File: config.mk
export PLATFORM = sky130hd
export DESIGN_NAME = mem_wait_arbiter
export DESIGN_NICKNAME = d
export VERILOG_FILES = /design/src/rtl/mem_wait_arbiter.sv
export SDC_FILE = /design/constraint.sdc
export NUM_CORES = 1
export LEC_CHECK = 0
export CORE_UTILIZATION = 28
export DETAILED_ROUTE_END_ITERATION = 16
export PLACE_DENSITY = 0.84
export SETUP_SLACK_MARGIN = 0.15
export SLEW_MARGIN = 10
export SYNTH_ARGS = -nofsm -noshare
export SYNTH_HDL_FRONTEND = slang
export SYNTH_SLANG_ARGS = --single-unit
File: constraint.sdc
create_clock -name CLK -period 2.2 [get_ports CLK]
set_clock_uncertainty 0.15 [all_clocks]
set_input_delay 0.44 -clock CLK [delete_from_list [all_inputs] [get_ports CLK]]
set_output_delay 0.44 -clock CLK [all_outputs]
set_load 0.01 [all_outputs]
File: src/rtl/mem_wait_arbiter.sv
// Arbitrates one RAM port between an instruction and a data requester (data wins ties).
// Latency: request seen in IDLE, completion LAT+1 cycles later (LAT+2 cycles incl. the IDLE cycle).
// Backpressure: the requester is stalled (iwait/dwait) until its completion cycle; a dropped request aborts.
module mem_wait_arbiter #(
  parameter int LAT      = 2,
  parameter int CNT_BITS = 4,
  parameter int ADDR_W   = 32
) (
  input  logic                CLK,
  input  logic                nRST,
  input  logic                iREN,
  input  logic [ADDR_W-1:0]   iaddr,
  input  logic                dREN,
  input  logic                dWEN,
  input  logic [ADDR_W-1:0]   daddr,
  output logic                ramREN,
  output logic                ramWEN,
  output logic [ADDR_W-1:0]   ramaddr,
  output logic                iwait,
  output logic                dwait,
  output logic [CNT_BITS-1:0] wcount
);

  typedef enum logic {
    IDLE   = 1'b0,
    ACCESS = 1'b1
  } state_t;

  localparam logic [CNT_BITS-1:0] LAT_C = CNT_BITS'(LAT);

  state_t              state_q;
  logic                gd_q;
  logic [CNT_BITS-1:0] cnt_q;

  logic d_req;
  logic g_req;
  logic in_access;
  logic at_lat;

  assign d_req     = dREN | dWEN;
  assign g_req     = gd_q ? d_req : iREN;
  assign in_access = (state_q == ACCESS);
  assign at_lat    = (cnt_q == LAT_C);

  // Arbitration, wait-state counting, completion and abort handling.
  always_ff @(posedge CLK or negedge nRST) begin
    if (!nRST) begin
      state_q <= IDLE;
      gd_q    <= 1'b0;
      cnt_q   <= '0;
    end else if (state_q == IDLE) begin
      cnt_q <= '0;
      if (d_req) begin
        state_q <= ACCESS;
        gd_q    <= 1'b1;
      end else if (iREN) begin
        state_q <= ACCESS;
        gd_q    <= 1'b0;
      end
    end else begin
      // Completion (count reached LAT) or abort (granted side withdrew): back to IDLE.
      if (!g_req || at_lat) begin
        state_q <= IDLE;
        cnt_q   <= '0;
      end else begin
        cnt_q <= cnt_q + CNT_BITS'(1);
      end
    end
  end

  // RAM strobes and address follow the granted side's live inputs during ACCESS.
  always_comb begin
    ramREN  = 1'b0;
    ramWEN  = 1'b0;
    ramaddr = '0;
    if (in_access) begin
      if (gd_q) begin
        ramWEN  = dWEN;
        ramREN  = dREN & ~dWEN;
        ramaddr = daddr;
      end else begin
        ramREN  = iREN;
        ramaddr = iaddr;
      end
    end
  end

  // Stall each side unless this is its completion cycle.
  always_comb begin
    iwait = iREN  & ~(in_access & ~gd_q & at_lat);
    dwait = d_req & ~(in_access &  gd_q & at_lat);
  end

  assign wcount = cnt_q;

endmodule

* Word level (Yosys, flattened, before mapping)
Index checks and enable logic that the tools add are counted.
** Storage, ports and cells
- Bits in registers :: 6
- Latch bits :: 0
- Bits in writable memories :: 0
- ROM bits :: 0
- Bits of input ports :: 69
- Output and inout bits :: 40
- Logic and storage cells :: 37
- Memories :: 0
** Operators by class
- Add/sub/neg operators :: 1
- Multipliers :: 0
- Divide/modulo/power cells :: 0
- Magnitude comparators :: 0
- Equality and inequality tests :: 1
- Shift operators :: 0
- Muxes and demuxes :: 15
- Bitwise operators :: 13
- Reductions and logical operators :: 4
** Operators by type and width (number)
- 32-bit two-way mux :: 2
- 1-bit two-way mux :: 11
- 4-bit two-way mux :: 2
- 1-bit bitwise AND :: 7
- 1-bit inverter :: 5
- 4-bit by 1-bit adder with 4-bit output (second input constant) :: 1
- 4-bit by 2-bit == test with 1-bit output (second input constant) :: 1
- 2-bit AND reduction :: 1
- 2-bit nonzero test :: 1
- 1-bit logical NOT :: 1
- 1-bit logical OR :: 1
- 1-bit bitwise OR :: 1

* Depth between registers and ports, before layout
Gate-level depths: netlist of run 1.
- Depth after elaboration :: 6
- Mapped depth :: 5
- Gate-level depth less buffers :: 4

* Worst setup path after synthesis of run 1
OpenSTA, ideal clock, no wires.
- Kind :: reg2out
- Start :: register cnt_q[0], in the netlist wcount[0]
- End :: output port dwait
- Arrival :: 1.095 ns
- Data required time :: 1.610 ns
- Path slack :: 0.515 ns
- Cell stages (with the launch flop) :: 5
- Path buffers :: 0
- Path through :: dfrtp_1 -> inv_1 -> ha_1 -> nor3b_2 -> a31oi_1
** On the way
- Longest elaborated chain between the ends :: 4
** Ends and longest elaborated chain
- from (decl) :: line 33 : logic [CNT_BITS-1:0] cnt_q;
- from (signal assigned) :: line 66 : cnt_q <= cnt_q + CNT_BITS'(1);
- 4-bit by 2-bit == test with 1-bit output :: line 43 : assign at_lat = (cnt_q == LAT_C);
- 1-bit bitwise AND :: line 91 : dwait = d_req & ~(in_access & gd_q & at_lat);
- 1-bit inverter :: line 91
- 1-bit bitwise AND :: line 91
- to (decl) :: line 20 : output logic dwait,
No other way between the ends.

* Worst setup path in the final report of run 1
- Start :: register gd_q
- End :: output port ramaddr[14]
** On the way
- Longest elaborated chain between the ends :: 2
** Ends and longest elaborated chain
- from (decl) :: line 32 : logic gd_q;
- from (signal assigned) :: line 49 : gd_q <= 1'b0;
- from (signal assigned) :: line 55 : gd_q <= 1'b1;
- from (signal assigned) :: line 58 : gd_q <= 1'b0;
- 32-bit two-way mux :: line 77 : if (gd_q) begin
- 32-bit two-way mux :: line 76 : if (in_access) begin
- to (decl) :: line 18 : output logic [ADDR_W-1:0] ramaddr,
No other way between the ends.

==> metrics.txt, run 1 <==
Peak VDD IR between 0.0005 and 0.0006 V; Rows 20; worst skew pair latency roughly 260 ps; library cells used by synthesis 23; cells on worst reg2reg path 4; final period utilization 92.6%; Crit Path Max Fanout 27; DR vias/cell 4.53; initial antenna violation count 0; fin cells 263; TritonCTS Buffers 3; Switching Share 42.4%; Final GP Congestion between 0.7 and 0.8; drt first pass iters 4; DR vias ~1200; commonest non-fill, non-tap cells in the layout clkdlybuf4s50_1, nor2b_1, dlygate4sd2_1; Area Growth Syn to Fin 131%; required time worst endpoint between 1500 and 2000 ps; yosys warns 0; die area 3430 um2; Gate Count Post-Synth 106; fin nets a little under 300; Yosys reg bits 6; Max Clock Freq about 0.49 GHz; outcome finished clean; worst endpoint data arrival time 1450 ps; GRT Overall Usage 19.0%; sequential share of power about a tenth; clock buffer depth 2; capturing point of the worst reg2reg path wcount[1]; clock sinks 6; RSZ-0062 raised after global routing yes; sequential element share of the synthesized area between 10% and 20%; fillers between 200 and 300; HPWL after detailed placement 2730 um; first-pass GRT wire length around 5000 um; Max-cap violations 0; Port Buf Inserts 108; worst hold slack 264 ps; Post-Synthesis Net Count 177; Iteration-0 DRC Markers 25; Core ar. 3050 um2; final setup violation count 0; DR WL/cell around 13 um; # DRC 0; final hold vios 0; H-Tree Depth 1; Initial Utilization 29.3%; worst hold path class input pin to asynchronous set/reset pin; CTS root buf clkbuf_4; Gate power share 84.1%; Die W 58.5 um; Worst setup SP type register; pwr dens 901 nW/um2; Tmin final 2040 ps; num ports 109; NetSw roughly 790 uW; Setup crit end kind output pin; Clock Power Share 6.3%; Die Y-Extent 58.5 um; clk slew on worst S/H paths 50 ps; relative slew slack 82.3%; via count of the first global-routing pass 1201; CTS tree done; Mapped Area 895 um2; n_diodes 0; cts hold-fix bufs 0; commonest non-fill, non-tap cell in the layout clkdlybuf4s50_1; WL final 3310 um; Mean Syn Cell Area 8.44 um2; WS Path Type register to output pin; P_int 1.07 mW; cell count after placement roughly 260; fraction of layout cells with a size suffix above 1 9.13%; GR Overflow Total 0; Reg-to-Reg Start gd_q; Routed Antenna Nets 0; final slew viol count 0; Slew @ Worst Pin about 260 ps; LEAKAGE 1.03 nW; largest net degree at the start of global routing 28; reg-to-reg slack, setup 690 ps
[worst max-delay path, stage by stage, from the launching register on]
cell           delay [ps]
dfrtp_2               390
buf_12                200
mux2i_2               240
nor2b_1                70
dlygate4sd2_1         280
[repair_timing]
action	4_1_cts	5_1_grt
setup buffers	0	1
cloned	0	0
gates resized for setup	41	7
endpoints found under the setup margin	36	25
pin swaps	0	1
[per-layer routing]
metal  global-route usage, %  wire, um  share of wire, %
met1                    15.9      1100                33
met2                    40.6      1900                57
met3                    3.96       261               7.9
met4                    9.52        57               1.7
met5                       0         0                 0
[Yosys cell counts, drive strengths merged]
cell type	number	area share (%)
nor3	4	2.2
xor2	1	0.98
o211ai	1	1.4
dfrtp	6	17
nor3b	1	1.4
inv	3	1.3
mux2i	32	36
and3	1	0.70
nor2b	32	22
and2	1	0.70
xnor2	1	0.98
a31oi	2	1.4
buf	5	3.6
or3b	1	0.98
clkbuf	4	1.7
nand3	1	0.56
o22ai	2	1.4
o21ai	3	1.7
nand2	1	0.42
nor2	2	0.84
ha	2	2.8
[power groups by stage]
stage | Sequential, mW | Clock (mW) | Combinational, mW
after floorplan | 0.184 | 0 | 0.873
after global placement | 0.179 | 0 | 1.72
after detailed placement | 0.182 | 0 | 1.76
after CTS | 0.182 | 0.120 | 1.56
after global routing | 0.184 | 0.122 | 1.69
final | 0.179 | 0.117 | 1.56
[state kept, by name, summed over array words and instances (netlist names)]
| register | flops |
|---|---|
| wcount | 4 |
| gd_q | 1 |
| in_access | 1 |
[cells by family (layout without fill, tap and decap cells)]
group                      count (synthesis)  count (layout)  synth area share, %
xor gates and xnor gates                   2               2                 1.96
and+or+nand+nor                           44              44                 30.2
muxes                                     32              32                 35.8
buffers and inverters                     12             125                 6.57
AOI/OAI and AO/OA                          8               8                 5.87
adders and majority gates                  2               2                 2.80
DFF                                        6               6                 16.8
[metrics by stage]
stage          worst slack, ps  util [%]  power, mW  instance area, um2  setup TNS, ps
2_1_floorplan              515         -       1.06                 895              0
3_3_place_gp              -154      67.6       1.90                2060           -390
3_5_place_dp              -178      67.6       1.95                2060          -1070
4_1_cts                   81.9      67.3       1.87                2050              0
5_1_grt                   98.5      67.7       2.00                2070              0
6_report                   162      67.7       1.86                2070              0
[layout make-up]
type	count	area, um2	area share [%]
Clock buffer	4	26.3	1.27
Inverter	3	11.3	0.545
Multi-Input combinational cell	88	696	33.7
Sequential cell	6	151	7.33
Tap cell	44	55.1	2.67
Timing Repair Buffer	118	1130	54.5
[how the worst max path moves through the flow]
stage,from,endpoint,cells after the start
floorplan,wcount[0],dwait,4
global placement,dREN,ramREN,5
detailed placement,dREN,ramREN,5
CTS,dREN,ramREN,5
global route,gd_q,ramaddr[14],4
finish,gd_q,ramaddr[14],4
Note: power is estimated with default switching activity, not from simulation.
==> inputs of run 2 (changes only) <==
- CELL_PAD_IN_SITES_DETAIL_PLACEMENT: default -> 2
- CELL_PAD_IN_SITES_GLOBAL_PLACEMENT: default -> 2
- CORE_MARGIN: default -> 2
- CORE_UTILIZATION: 28 -> 13
- PLACE_DENSITY: 0.84 -> 0.86
==> metrics.txt, run 2 (synthesis gave the netlist of run 1 again) <==
outcome finished clean; fin cells 301 (+14%); fillers 783 (+190%); CTS tree done; Rows 30 (+50%); largest net degree at the start of global routing 24 (-14%); final period utilization 91.5% (-1.1 points); final slew viol count 0 (unchanged); via count of the first global-routing pass 1396 (+16%); fraction of layout cells with a size suffix above 1 9.95% (+0.82 points); worst hold slack 324 ps (+60.4 ps); max reg flops 4 (unchanged); design area 2150 um2 (+4.0%); CTS root buf clkbuf_8; Final GP Congestion 0.678 (-8.7%); DR vias 1218 (+2.2%); GR Overflow Total 0 (unchanged); Area Growth Syn to Fin 140%; dpl ws -245 ps (-67.5 ps); num ports 109 (unchanged); fin nets 293 (+0.69%); post-placement cell area 2130 um2 (+3.2%); final hold vios 0 (unchanged); Slew @ Worst Pin 300 ps (+36.0 ps); worst endpoint data arrival time 1420 ps (-30 ps); worst skew pair latency 220 ps (-40 ps); required time worst endpoint 1610 ps (about the same); setup_tns 0 ps (unchanged); H-Tree Depth 1 (unchanged); cell count after placement 295 (+14%); DR WL/cell 14.6 um (+16%); Peak VDD IR 0.000483 V (-5.7%); Routed Antenna Nets 0 (unchanged); Final WS setup 187 ps (+25.2 ps); first-pass GRT wire length 6870 um (+39%); Initial Utilization 13.3% (-16 points); Die Y-Extent 87.0 um (+49%); Max-cap violations 0 (unchanged); initial antenna violation count 0 (unchanged); clock sinks 6 (unchanged); Setup crit end kind output pin; TritonCTS Buffers 3 (unchanged); Die W 87.0 um (+49%); Power Total 2.02 mW (+8.4%); CP startpoint gd_q; worst hold path class input pin to asynchronous set/reset pin; # DRC 0 (unchanged); LEAKAGE 1.04 nW (+1.7%); commonest non-fill, non-tap cells in the layout clkdlybuf4s50_1, dlygate4sd2_1, nor2b_1; Port Buf Inserts 108 (unchanged); Max Clock Freq 0.497 GHz (+1.3%); GRT Overall Usage 11.4% (-7.6 points); commonest non-fill, non-tap cell in the layout clkdlybuf4s50_1; HPWL after detailed placement 3660 um (+34%); Worst setup SP type register; die area 7560 um2 (+120%); clock buffer depth 2 (unchanged); drt first pass iters 2 (-2); Iteration-0 DRC Markers 8 (-68%); final setup violation count 0 (unchanged); clk slew on worst S/H paths 40 ps (about the same); relative slew slack 79.9% (-2.4 points); WL final 4400 um (+33%); Tmin final 2010 ps (-25.2 ps); pwr dens 939 nW/um2 (+4.2%); Final Core Density 32.0% (-36 points); Crit Path Max Fanout 21 (-22%); RSZ-0062 raised after global routing yes; n_diodes 0 (unchanged); Reg-to-Reg Start gd_q; WS Path Type register to output pin; DR vias/cell 4.05 (-11%); Core ar. 6720 um2 (+120%)
-- run 2: area by class of cell --
| class | count | area [um2] | area share [%] |
|---|---|---|---|
| tap | 80 | 100 | 4.66 |
| sequential | 6 | 151 | 7.05 |
| multi-input combinational | 88 | 696 | 32.4 |
| clock buffer | 4 | 45.0 | 2.10 |
| timing repair buffer | 120 | 1140 | 53.3 |
| inverter | 3 | 11.3 | 0.524 |
-- run 2: worst paths after layout --
check / endpoint / slack [ps] / cells after the start
min reg2reg: wcount[1] / 440 / 2
min in group CLK: wcount[1] / 440 / 2
max: ramaddr[13] / 190 / 4
min: wcount[2] / 320 / 1
max in group asynchronous: gd_q / 1330 / 1
max reg2reg: wcount[2] / 600 / 5
-- run 2: repair_timing --
item,CTS,global route
gates resized for setup,45,5
buffers inserted,1,1
hold buffers,0,0
pin swaps,1,2
setup endpoints to repair,36,21
-- run 2: routing by layer --
metal	GRT usage (%)	vias to the layer above	share of wire, %
met5	0	-	0
met4	0.852	0	0
met3	2.75	0	8.1
met2	21.4	61	50
met1	13.6	563	42
li1	-	594	-
-- run 2: power breakdown --
group	internal, mW	switching, mW
combinational	0.900	0.750
sequential	0.150	0.0429
clock	0.125	0.0484
total	1.17	0.842
-- run 2: critical path, cell delays in order, from the launching register on --
cell and delay, ps:
dfrtp_2 410, buf_12 210, mux2i_1 220, nor2b_1 70, dlygate4sd2_1 290
